==> src/rtl/uart_pkg.sv <==
// Shared UART receive definitions: RX state encoding, legal prescale values
// and a majority-vote helper.
// Optional feature macro: UART_RX_PARITY_EN (adds the PARITY state).
package uart_pkg;

  localparam int unsigned PRESCALE_8  = 8;
  localparam int unsigned PRESCALE_16 = 16;
  localparam int unsigned PRESCALE_32 = 32;

  localparam int unsigned RX_STATE_W = 3;

  typedef enum logic [RX_STATE_W-1:0] {
    RX_IDLE   = 3'd0,
    RX_START  = 3'd1,
    RX_DATA   = 3'd2,
`ifdef UART_RX_PARITY_EN
    RX_PARITY = 3'd3,
`endif
    RX_STOP   = 3'd4,
    RX_DONE   = 3'd5
  } rx_state_e;

  // Two-out-of-three vote used to filter each received bit.
  function automatic logic maj3(input logic a, input logic b, input logic c);
    return (a & b) | (a & c) | (b & c);
  endfunction

  // True when a prescale value is one of the supported oversampling ratios.
  function automatic logic is_legal_prescale(input int unsigned p);
    return (p == PRESCALE_8) || (p == PRESCALE_16) || (p == PRESCALE_32);
  endfunction

endpackage

==> src/rtl/uart_rx_sampler.sv <==
// Per-bit edge counter with three mid-bit samples and a majority vote.
// The counter runs while 'run' is high and wraps at prescale-1; outside a
// frame it is held at zero so every frame starts on count 0.
module uart_rx_sampler
  import uart_pkg::*;
#(
  parameter int unsigned PRESCALE_WIDTH = 6
) (
  input  logic                      clk,
  input  logic                      rst_n,
  input  logic                      rx_in,
  input  logic                      run,
  input  logic [PRESCALE_WIDTH-1:0] prescale,
  output logic                      bit_end_c,
  output logic                      sampled_bit
);

  localparam int unsigned PW = PRESCALE_WIDTH;

  logic [PW-1:0] edge_cnt_q, edge_cnt_d;
  logic [PW-1:0] half_c, last_c;
  logic [1:0]    samp_q, samp_d;
  logic          bit_q, bit_d;

  assign half_c      = prescale >> 1;
  assign last_c      = prescale - PW'(1);
  assign bit_end_c   = run && (edge_cnt_q == last_c);
  assign sampled_bit = bit_q;

  // Edge counting, sample capture around mid-bit and the vote on the third sample.
  always_comb begin
    edge_cnt_d = '0;
    samp_d     = samp_q;
    bit_d      = bit_q;
    if (run) begin
      edge_cnt_d = bit_end_c ? '0 : edge_cnt_q + PW'(1);
      if (edge_cnt_q == half_c - PW'(1)) samp_d[0] = rx_in;
      if (edge_cnt_q == half_c)          samp_d[1] = rx_in;
      if (edge_cnt_q == half_c + PW'(1)) bit_d = maj3(samp_q[0], samp_q[1], rx_in);
    end
  end

  // Sampler state registers.
  always_ff @(posedge clk or negedge rst_n) begin
    if (!rst_n) begin
      edge_cnt_q <= '0;
      samp_q     <= 2'b11;
      bit_q      <= 1'b1;
    end else begin
      edge_cnt_q <= edge_cnt_d;
      samp_q     <= samp_d;
      bit_q      <= bit_d;
    end
  end

endmodule

==> src/rtl/uart_rx_core.sv <==
// UART receiver: start/data/[parity]/stop framing with majority-vote
// sampling and one-cycle result pulses.
// Optional feature macro: UART_RX_PARITY_EN compiles in the parity bit
// capture and check; without it PAR_EN/PAR_TYP are ignored and PAR_ERR is 0.
module uart_rx_core
  import uart_pkg::*;
#(
  parameter int unsigned DATA_LENGTH    = 8,
  parameter int unsigned PRESCALE_WIDTH = 6
) (
  input  logic                      CLK,
  input  logic                      RST,
  input  logic                      RX_IN,
  input  logic [PRESCALE_WIDTH-1:0] PRESCALE,
  input  logic                      PAR_EN,
  input  logic                      PAR_TYP,
  output logic [DATA_LENGTH-1:0]    P_DATA,
  output logic                      DATA_VALID,
  output logic                      PAR_ERR,
  output logic                      STP_ERR
);

  localparam int unsigned DL        = DATA_LENGTH;
  localparam int unsigned PW        = PRESCALE_WIDTH;
  localparam int unsigned BIT_CNT_W = (DL > 1) ? $clog2(DL) : 1;
  localparam logic [BIT_CNT_W-1:0] LAST_BIT = BIT_CNT_W'(DL - 1);

  rx_state_e            state_q, state_d;
  logic [BIT_CNT_W-1:0] bit_cnt_q, bit_cnt_d;
  logic [DL-1:0]        shift_q, shift_d;
  logic [PW-1:0]        prescale_q, prescale_d;
  logic                 armed_q, armed_d;
  logic [DL-1:0]        p_data_q, p_data_d;
  logic                 data_valid_q, data_valid_d;
  logic                 stp_err_q, stp_err_d;
  logic                 start_frame_c;
  logic                 run_c;
  logic                 bit_end_c;
  logic                 sampled_bit;

`ifdef UART_RX_PARITY_EN
  logic par_en_q, par_en_d;
  logic par_typ_q, par_typ_d;
  logic par_bad_q, par_bad_d;
  logic par_err_q, par_err_d;
`else
  logic unused_par_c;
  assign unused_par_c = PAR_EN ^ PAR_TYP;
`endif

  assign run_c = (state_q != RX_IDLE);

  uart_rx_sampler #(
    .PRESCALE_WIDTH(PW)
  ) u_sampler (
    .clk        (CLK),
    .rst_n      (RST),
    .rx_in      (RX_IN),
    .run        (run_c),
    .prescale   (prescale_q),
    .bit_end_c  (bit_end_c),
    .sampled_bit(sampled_bit)
  );

  // Next-state, frame assembly and result-pulse logic.
  always_comb begin
    state_d       = state_q;
    bit_cnt_d     = bit_cnt_q;
    shift_d       = shift_q;
    prescale_d    = prescale_q;
    // Only a line seen high since reset may start a frame, so a frame cut by
    // reset is ignored until the line returns to idle.
    armed_d       = armed_q | RX_IN;
    p_data_d      = p_data_q;
    data_valid_d  = 1'b0;
    stp_err_d     = 1'b0;
    start_frame_c = 1'b0;
`ifdef UART_RX_PARITY_EN
    par_en_d      = par_en_q;
    par_typ_d     = par_typ_q;
    par_bad_d     = par_bad_q;
    par_err_d     = 1'b0;
`endif

    case (state_q)
      RX_IDLE: begin
        if (armed_q && !RX_IN) begin
          state_d       = RX_START;
          start_frame_c = 1'b1;
        end
      end
      RX_START: begin
        if (bit_end_c) begin
          state_d = sampled_bit ? RX_IDLE : RX_DATA;
        end
      end
      RX_DATA: begin
        if (bit_end_c) begin
          shift_d         = shift_q >> 1;
          shift_d[DL-1]   = sampled_bit;
          if (bit_cnt_q == LAST_BIT) begin
`ifdef UART_RX_PARITY_EN
            state_d = par_en_q ? RX_PARITY : RX_STOP;
`else
            state_d = RX_STOP;
`endif
          end else begin
            bit_cnt_d = bit_cnt_q + BIT_CNT_W'(1);
          end
        end
      end
`ifdef UART_RX_PARITY_EN
      RX_PARITY: begin
        if (bit_end_c) begin
          par_bad_d = sampled_bit != ((^shift_q) ^ par_typ_q);
          state_d   = RX_STOP;
        end
      end
`endif
      RX_STOP: begin
        if (bit_end_c) begin
          state_d   = RX_DONE;
          stp_err_d = !sampled_bit;
`ifdef UART_RX_PARITY_EN
          par_err_d    = par_bad_q;
          data_valid_d = sampled_bit && !par_bad_q;
`else
          data_valid_d = sampled_bit;
`endif
          if (data_valid_d) p_data_d = shift_q;
        end
      end
      RX_DONE: begin
        if (!RX_IN) begin
          state_d       = RX_START;
          start_frame_c = 1'b1;
        end else begin
          state_d = RX_IDLE;
        end
      end
      default: state_d = RX_IDLE;
    endcase

    // Frame configuration is captured once per frame, at entry to START.
    if (start_frame_c) begin
      prescale_d = PRESCALE;
      bit_cnt_d  = '0;
`ifdef UART_RX_PARITY_EN
      par_en_d   = PAR_EN;
      par_typ_d  = PAR_TYP;
      par_bad_d  = 1'b0;
`endif
    end
  end

  // State and output registers.
  always_ff @(posedge CLK or negedge RST) begin
    if (!RST) begin
      state_q      <= RX_IDLE;
      bit_cnt_q    <= '0;
      shift_q      <= '0;
      prescale_q   <= PW'(PRESCALE_8);
      armed_q      <= 1'b0;
      p_data_q     <= '0;
      data_valid_q <= 1'b0;
      stp_err_q    <= 1'b0;
    end else begin
      state_q      <= state_d;
      bit_cnt_q    <= bit_cnt_d;
      shift_q      <= shift_d;
      prescale_q   <= prescale_d;
      armed_q      <= armed_d;
      p_data_q     <= p_data_d;
      data_valid_q <= data_valid_d;
      stp_err_q    <= stp_err_d;
    end
  end

`ifdef UART_RX_PARITY_EN
  // Parity configuration and result registers.
  always_ff @(posedge CLK or negedge RST) begin
    if (!RST) begin
      par_en_q  <= 1'b0;
      par_typ_q <= 1'b0;
      par_bad_q <= 1'b0;
      par_err_q <= 1'b0;
    end else begin
      par_en_q  <= par_en_d;
      par_typ_q <= par_typ_d;
      par_bad_q <= par_bad_d;
      par_err_q <= par_err_d;
    end
  end

  assign PAR_ERR = par_err_q;
`else
  assign PAR_ERR = 1'b0;
`endif

  assign P_DATA     = p_data_q;
  assign DATA_VALID = data_valid_q;
  assign STP_ERR    = stp_err_q;

endmodule

==> config.mk <==
export PLATFORM = sky130hd
export DESIGN_NAME = uart_rx_core
export DESIGN_NICKNAME = d
export VERILOG_FILES = /design/src/rtl/uart_pkg.sv /design/src/rtl/uart_rx_sampler.sv /design/src/rtl/uart_rx_core.sv
export SDC_FILE = /design/constraint.sdc
export NUM_CORES = 1
export LEC_CHECK = 0
export BUFFER_PORTS_ARGS = -buffer_cell sky130_fd_sc_hd__clkbuf_2
export CAP_MARGIN = 5
export CORE_AREA = 2 2 73 75
export DETAILED_ROUTE_END_ITERATION = 10
export DIE_AREA = 0 0 75 77
export GPL_ROUTABILITY_DRIVEN = 0
export PLACE_DENSITY_LB_ADDON = 0.3
export REMOVE_ABC_BUFFERS = 1
export SYNTH_ARGS = -nofsm -noshare
export SYNTH_HDL_FRONTEND = slang
export SYNTH_SLANG_ARGS = --single-unit
==> constraint.sdc <==
create_clock -name CLK -period 2.8 [get_ports CLK]
set_clock_uncertainty 0.05 [all_clocks]
set_input_delay 0.28 -clock CLK [delete_from_list [all_inputs] [get_ports CLK]]
set_output_delay 0.28 -clock CLK [all_outputs]
set_load 0.05 [all_outputs]
Word-level counts from Yosys, hierarchy flattened:

Index checks and enable logic that the tools add are counted.

* bits in registers: 40
* input port bits: 11
* output and inout port bits: 11

* bitwise operators: 6
* equality and inequality tests: 15
* add/subtract/negate cells: 5
* mux-type cells: 21
* reduce and logical (&&, ||, !) cells: 15

Operator list (number)
* 3-bit 2-to-1 mux: 9
* 6-bit equality test: 3
* 3-bit one-hot mux with 5 select lines: 1
* 6-bit 2-to-1 mux: 2
* 3-bit equality test (second input constant): 3
* 2-bit AND reduction: 4
* 1-bit 2-to-1 mux: 7
* 5-bit by 1-bit adder with 6-bit output (second input constant): 1
* 6-bit by 1-bit adder with 6-bit output (second input constant): 1
* 6-bit by 5-bit equality test with 1-bit output: 1
* 2-bit by 1-bit inequality test with 1-bit output (second input constant): 3
* 2-bit inequality test (second input constant): 3
* 3-bit AND reduction: 2
* 5-bit by 1-bit subtractor with 6-bit output (second input constant): 1
* 6-bit by 1-bit subtractor with 6-bit output (second input constant): 1
* 5-bit AND reduction: 1
* 2-bit nonzero test: 2
* 3-bit by 1-bit adder with 3-bit output (second input constant): 1
* 1-bit bitwise AND: 3
* 3-bit by 1-bit equality test with 1-bit output (second input constant): 1
* 3-bit by 2-bit equality test with 1-bit output (second input constant): 1
* 3-bit zero test: 1
* 1-bit OR: 3
* 3-bit nonzero test: 1
* 4 further kinds: 6

Logic depth before layout (Yosys ltp):

Gate-level depths: netlist (run 1).

* depth in word-level cells: 6
* mapped depth: 10
* gate-level depth less buffers: 8

By module:

A second synthesis (run 1) with hierarchy kept.

* cell total of the unflattened synthesis: 214
* area total of the unflattened synthesis: 2208.4 um2

Modules (own cells, without submodules)
* uart_rx_core: times used 1, cells each 113, area an instance 1306.3 um2
* uart_rx_sampler: times used 1, cells each 101, area an instance 902.1 um2

Worst setup path after synthesis (run 1):

OpenSTA, ideal clock, no wires.

* kind: register to register
* start point: register prescale_q[2]
* end point: register shift_q[0]
* data required time: 2.625 ns
* library setup time: 0.125 ns
* data arrival time: 2.129 ns
* clock period less this slack: 2.305 ns
* setup slack: 0.495 ns
* cell stages (with the launch flop): 11
* cells stage by stage: dfrtp_1 buf_6 inv_2 ha_1 a21boi_2 mux2i_1 o22ai_2 o211ai_2 or2_1 buf_6 mux2_4

* word-level cells in the longest chain between the ends: 4

RTL lines
* start: declaration: RTL line uart_rx_core.sv:31 `logic [PW-1:0] prescale_q, prescale_d;`
* start signal: assignment: RTL line uart_rx_core.sv:162 `prescale_q <= PW'(PRESCALE_8);`
* start signal: assignment: RTL line uart_rx_core.sv:171 `prescale_q <= prescale_d;`
* 6-bit by 1-bit subtractor with 6-bit output: RTL line uart_rx_sampler.sv:26 `assign last_c = prescale - PW'(1);`
* 6-bit equality test: RTL line uart_rx_sampler.sv:27 `assign bit_end_c = run && (edge_cnt_q == last_c);`
* 1-bit logical AND: RTL line uart_rx_sampler.sv:27
* 2-bit AND reduction (no source line)
* end signal: assignment: RTL line uart_rx_core.sv:170 `shift_q <= shift_d;`
* end: declaration: RTL line uart_rx_core.sv:30 `logic [DL-1:0] shift_q, shift_d;`

Every way passes these cells.
A chain may end at the register's enable or synchronous reset.

Worst setup path after layout (run 1):

* start point: register prescale_q[1]
* end point: register shift_q[0]

The elaborated chain is that of the path after synthesis.

==> impl_metrics.toml, run 1 <==
[sta]
period_needed_ps = 2530
slew-limit-headroom_pct = 34.15
setup_viol = 0
final.setup.tns_ps = 0
period_share_pct = 90.37
max_freq_mhz = 395.2
rsz0062_at_grt = "false"
slew_viol_final = 0
finalHoldViolCount = 0
worstMarginPinSlew_ps = 987.7

[routing]
first_iter_violations = 45
wl_met3_microns = 121
highest_layer = "met4"
drt-pass1-iter-count = 3
viasPerCell = 4.909
postRouteWirelength_microns = 3601
drtAntennaViolNets = 0
met1_length_microns = 1869
drc = 0
vias = 1399
dr_wl_met2_microns = 1555
wl_per_cell_microns = 12.64

[floorplan]
coreArea_sq_um = 4977
num_io_pins = 22
die_w_microns = 75
die_area_sq_um = 5775
floorplan.rows = 26
initial_core_util_pct = 43.74
die_h_microns = 77

[global_route]
grt_pass1_wl_microns = 6361
grt_overflow = 0
antenna_found_initial = 0
grt_start_max_net_pins = 41
grt_usage_pct = 14.31
grt_pass1_vias = 1378

[finish]
ff_latch_area_sq_um = 1006
layout-drive-gt1-share_pct = 30.23
multi_input_area_sq_um = 1079
areaGrowthSynthToFinish_pct = 11.61
nNetsFinal = 232
final_area_sq_um = 2430
antenna_cells_inserted = 0
final_cells = 285
final_util_pct = 48.82
fillers = 471

[pwr]
power.density_nw_per_um2 = 970.8
p_total_w = 0.002359
peakVddDrop_mv = 0.4303
p_leak_nw = 1.162

[min_path]
hold_path.class = "input pin to asynchronous set/reset pin"

[logic_synthesis]
synth_ff_type = "dfrtp_1"
synth.avg_cell_area_sq_um = 11.11
synth_warnings = 0
syn_inst = 196
ys_seq_area_share_pct = 46.21
syn-cell-area_sq_um = 2177
synth-seq-cells = 40
synthArstFlopShare_pct = 100.0
synth_cell_types = 42
synth_edf_count = 0

[cts]
cts-buffers-inserted = 5
cts.clk_slew.worst_paths_ps = 90
htreeDepth = 2
post_cts.repair.setup_buffers = 0
tritoncts = "done"
clk_latency_ps = 300
ctsResizeCount = 0
ctsHoldBuffers = 0
cts_root_buf = "clkbuf_8"
clk_path_buf_depth = 2
cts_sinks = 40

[setup_path]
cp.required_ps = 2930
start_kind = "flop"
worst-path-max-fanout = 8
cp-end-kind = "flop"
cp.arrival_ps = 2660
crit_type = "flop to flop"

[run]
maxCapViolCount = 0

[status]
outcome = "finished clean"

[place]
dpl.cell_count = 277
io_buffers = 18
placed_area_sq_um = 2315
hpwl_microns = 2658
worst max-delay path: stages, from the launching register on:
cell and delay, ps:
dfrtp_1 430, inv_1 160, ha_1 220, a21boi_2 250, mux2i_1 250, o22ai_2 130
o211ai_2 270, or2_1 150, buf_4 190, mux2_4 310
per-stage QoR:
stage | hold WS [ps] | worst slack [ps]
global placement | 424.4 | 299.7
floorplan | -65.59 | 378.7
CTS | 121.3 | 250.8
finish | 85.46 | 269.7
detailed placement | 443.5 | 281.8
global route | 157.2 | 112.9
cell usage after synthesis, types with 5 or more instances:
library cell	number	area share [%]
dfrtp_1	36	41
mux2_2	17	8.8
nor2_1	15	2.6
nand2_1	14	2.4
xnor2_1	14	5.6
xor2_1	9	3.6
mux2_4	8	5.5
ha_1	7	4.0
inv_1	7	1.2
nand3_1	7	1.6
buf_2	5	1.1
mux2i_1	5	2.3
layer usage:
layer / track usage (%) / up-vias
li1: - / 707
met1: 20.66 / 666
met2: 20.79 / 21
met3: 2.760 / 5
met4: 5.893 / 0
met5: 0 / -
state kept, by name, indices dropped and copies added (netlist names):
| signal | flops |
|---|---|
| DATA_VALID | 1 |
| P_DATA | 8 |
| STP_ERR | 1 |
| armed_q | 1 |
| bit_cnt_q | 3 |
| prescale_q | 6 |
| shift_q | 8 |
| state_q | 3 |
| u_sampler.edge_cnt_q | 6 |
| u_sampler.samp_q | 2 |
| u_sampler.sampled_bit | 1 |
power by group:
part	internal (W)	switching, W
registers	0.000729	0.000200
clock network	0.000268	0.000213
logic	0.000463	0.000486
placed cells by master, fill, tap and decap left out, types with 4 or more instances in the layout:
cell       n
nor3_1     4
a21oi_1    4
dfrtp_1   36
xor2_1     9
nand3_1    7
clkbuf_2  18
nand2_1   14
nor2_1    15
ha_1       7
mux2_2    17
clkbuf_8   5
dfstp_2    4
mux2i_1    5
o21ai_0    4
mux2_4     8
nand4_1    4
inv_1      7
xnor2_1   14
logic make-up after synthesis:
logic type,Yosys count,share of synthesized area [%]
other,1,0.1722
multiplexers,30,16.61
AND/OR/NAND/NOR,59,13.10
adder cells (fa/ha/maj),8,4.483
flip-flops,40,46.21
buffers and inverters,18,4.253
XOR/XNOR,23,9.253
AO/OA/AOI/OAI,17,5.919
area by class of cell:
| type | count | share of cell area [%] |
|---|---|---|
| multi-input cells | 138 | 44.39 |
| flip-flops and latches | 40 | 41.40 |
| inverters | 8 | 1.236 |
| well taps | 70 | 3.605 |
| clock buffers | 5 | 2.832 |
| repair buffers | 21 | 4.634 |
| clock inverters | 3 | 1.905 |
final timing paths:
| path | to | from | slack [ps] | cells past startpoint |
|---|---|---|---|---|
| worst max-delay path | shift_q[0]$_DFFE_PN0P_ | prescale_q[1]$_DFFE_PN0P_ | 270 | 9 |
| worst min-delay path | P_DATA[1]$_DFFE_PN0P_ | RST | 90 | 1 |
| worst max register to register | shift_q[0]$_DFFE_PN0P_ | prescale_q[1]$_DFFE_PN0P_ | 270 | 9 |
| worst min register to register | bit_cnt_q[0]$_DFFE_PN0P_ | bit_cnt_q[0]$_DFFE_PN0P_ | 450 | 1 |
| max in group asynchronous | u_sampler.edge_cnt_q[5]$_DFF_PN0_ | RST | 2010 | 1 |
| min in group CLK | prescale_q[5]$_DFFE_PN0P_ | PRESCALE[5] | 160 | 2 |
Note: power is estimated with default switching activity, not from simulation.
==> run 2, diff against run 1 <==
==> constraint.sdc (replaced) <==
create_clock -name CLK -period 2.4 [get_ports CLK]
set_clock_uncertainty 0.05 [all_clocks]
set_input_delay 0.24 -clock CLK [delete_from_list [all_inputs] [get_ports CLK]]
set_output_delay 0.24 -clock CLK [all_outputs]
set_load 0.05 [all_outputs]
==> impl_metrics.toml, run 2 (synthesized netlist as in run 1, its figures left out) <==
[sta]
period_needed_ps = 2234
setup_viol = 0
finalHoldViolCount = 0
period_share_pct = 93.10
slew_viol_final = 0
final.setup.tns_ps = 0
rsz0062_at_grt = "false"
worstMarginPinSlew_ps = 509.1
slew-limit-headroom_pct = 66.06
max_freq_mhz = 447.5

[global_route]
antenna_found_initial = 0
grt_start_max_net_pins = 41
grt_usage_pct = 15.30
grt_pass1_vias = 1424
grt_pass1_wl_microns = 6775
grt_overflow = 0

[setup_path]
cp.required_ps = 2540
cp-end-kind = "flop"
slowest_stage = "dfrtp_1"
reg2reg_slack_ps = 170
worstPathCellList = "inv_2 > ha_1 > a21boi_4 > mux2i_1 > o22ai_2 > o211ai_1 > nor2_2 > buf_12 > mux2_2"
worst-path-max-fanout = 8
reg2regPathDepth = 9
r2r-start = "prescale_q[1]$_DFFE_PN0P_"
reg2reg_to = "P_DATA[7]$_DFFE_PN0P_"
cp.arrival_ps = 2370
critPathMaxStageDelay_ps = 400
start_kind = "flop"
crit_type = "flop to flop"

[floorplan]
die_w_microns = 75
num_io_pins = 22
coreArea_sq_um = 4977
die_h_microns = 77
initial_core_util_pct = 43.74
die_area_sq_um = 5775
floorplan.rows = 26

[finish]
areaGrowthSynthToFinish_pct = 16.03
antenna_cells_inserted = 0
layout-drive-gt1-share_pct = 33.63
final_common_cell = "dfrtp_1"
final_cells = 293
mostFrequentLayoutCells = "36 x dfrtp_1, 18 x clkbuf_2, 17 x mux2_2, 15 x nor2_1"
nNetsFinal = 240

[pwr]
pwr-share-clk_pct = 19.6
seq_power_share_pct = 36.2
p_leak_nw = 1.208
power.internal_w = 0.001798
p_comb_share_pct = 44.2
peakVddDrop_mv = 0.5421
power.density_nw_per_um2 = 1152
switchingPower_w = 0.001112
p_sw_share_pct = 38.22

[min_path]
whs_endpoint = "prescale_q[4]$_DFFE_PN0P_"
hold_depth = 2
hold_path.class = "input pin to flop"
hp-start = "PRESCALE[4]"

[run]
maxCapViolCount = 0

[cts]
cts-buffers-inserted = 5
cts_root_buf = "clkbuf_8"
clk_latency_ps = 300
cts_sinks = 40
htreeDepth = 2
clk_path_buf_depth = 2
tritoncts = "done"
cts.clk_slew.worst_paths_ps = 90

[routing]
wl_per_cell_microns = 13.14
drtAntennaViolNets = 0
viasPerCell = 5.000
first_iter_violations = 65
drt-pass1-iter-count = 4
vias = 1465
postRouteWirelength_microns = 3851
drc = 0

[place]
hpwl_microns = 2794
io_buffers = 18
dpl.cell_count = 284

[status]
outcome = "finished clean"
run 2: repair_timing:
action	CTS	global route
pin swaps	0	2
hold buffers	1	0
setup buffers	0	0
hold endpoints to repair	36	0
setup endpoints to repair	8	20
cloned	0	0
resized for setup	1	4
run 2: per-stage QoR:
step / util (%) / setup slack (ps) / hold WS (ps) / power (W) / instance area (sq um)
after floorplan: - / -21.31 / -105.6 / 0.001957 / 2115
after global placement: 47.81 / 33.36 / 287.4 / 0.002259 / 2380
after detailed placement: 47.81 / -22.23 / 286.4 / 0.002290 / 2380
after CTS: 50.38 / 3.621 / 105.1 / 0.002877 / 2507
after global routing: 50.75 / 11.09 / 107.6 / 0.003148 / 2526
final: 50.75 / 165.6 / 110.5 / 0.002910 / 2526
run 2: how the worst max path moves through the flow:
| stage | slack, ps | cells after the start | start | to |
|---|---|---|---|---|
| floorplan | -20 | 8 | prescale_q[1]$_DFFE_PN0P_ | shift_q[0]$_DFFE_PN0P_ |
| global placement | 30 | 8 | prescale_q[1]$_DFFE_PN0P_ | shift_q[6]$_DFFE_PN0P_ |
| detailed placement | -20 | 8 | prescale_q[1]$_DFFE_PN0P_ | shift_q[1]$_DFFE_PN0P_ |
| CTS | 4 | 9 | prescale_q[1]$_DFFE_PN0P_ | P_DATA[7]$_DFFE_PN0P_ |
| global route | 10 | 9 | prescale_q[1]$_DFFE_PN0P_ | P_DATA[6]$_DFFE_PN0P_ |
| finish | 170 | 9 | prescale_q[1]$_DFFE_PN0P_ | P_DATA[7]$_DFFE_PN0P_ |
run 2: critical path, delay by kind of cell (launching register included):
| kind | cells | cell delay (ps) |
|---|---|---|
| AOI/OAI and AO/OA | 3 | 660 |
| adders and majority gates | 1 | 180 |
| buffers and inverters | 2 | 240 |
| DFF | 1 | 400 |
| muxes | 2 | 490 |
| and+or+nand+nor | 1 | 80 |
run 2: power by group through the flow:
stage / combinational [W] / clock, W / sequential, W
final: 0.00129 / 0.000571 / 0.00105
after global routing: 0.00145 / 0.000621 / 0.00108
after CTS: 0.00124 / 0.000586 / 0.00105
after detailed placement: 0.00123 / 0 / 0.00106
after global placement: 0.00121 / 0 / 0.00105
after floorplan: 0.000918 / 0 / 0.00104
run 2: area by class of cell:
| cell class | count | area [sq um] |
|---|---|---|
| well taps | 70 | 87.58 |
| clock inverters | 3 | 46.29 |
| flip-flops and latches | 40 | 1006 |
| clock buffers | 5 | 68.82 |
| multi-input cells | 138 | 1100 |
| fillers | 466 | 2451 |
| inverters | 8 | 30.03 |
| repair buffers | 29 | 187.7 |
run 2: routing by layer:
layer	GRT usage (%)	part of all wire, %
met5	0	0
met2	21.32	43
met4	6.429	2.1
met1	22.11	51
met3	4.205	3.5
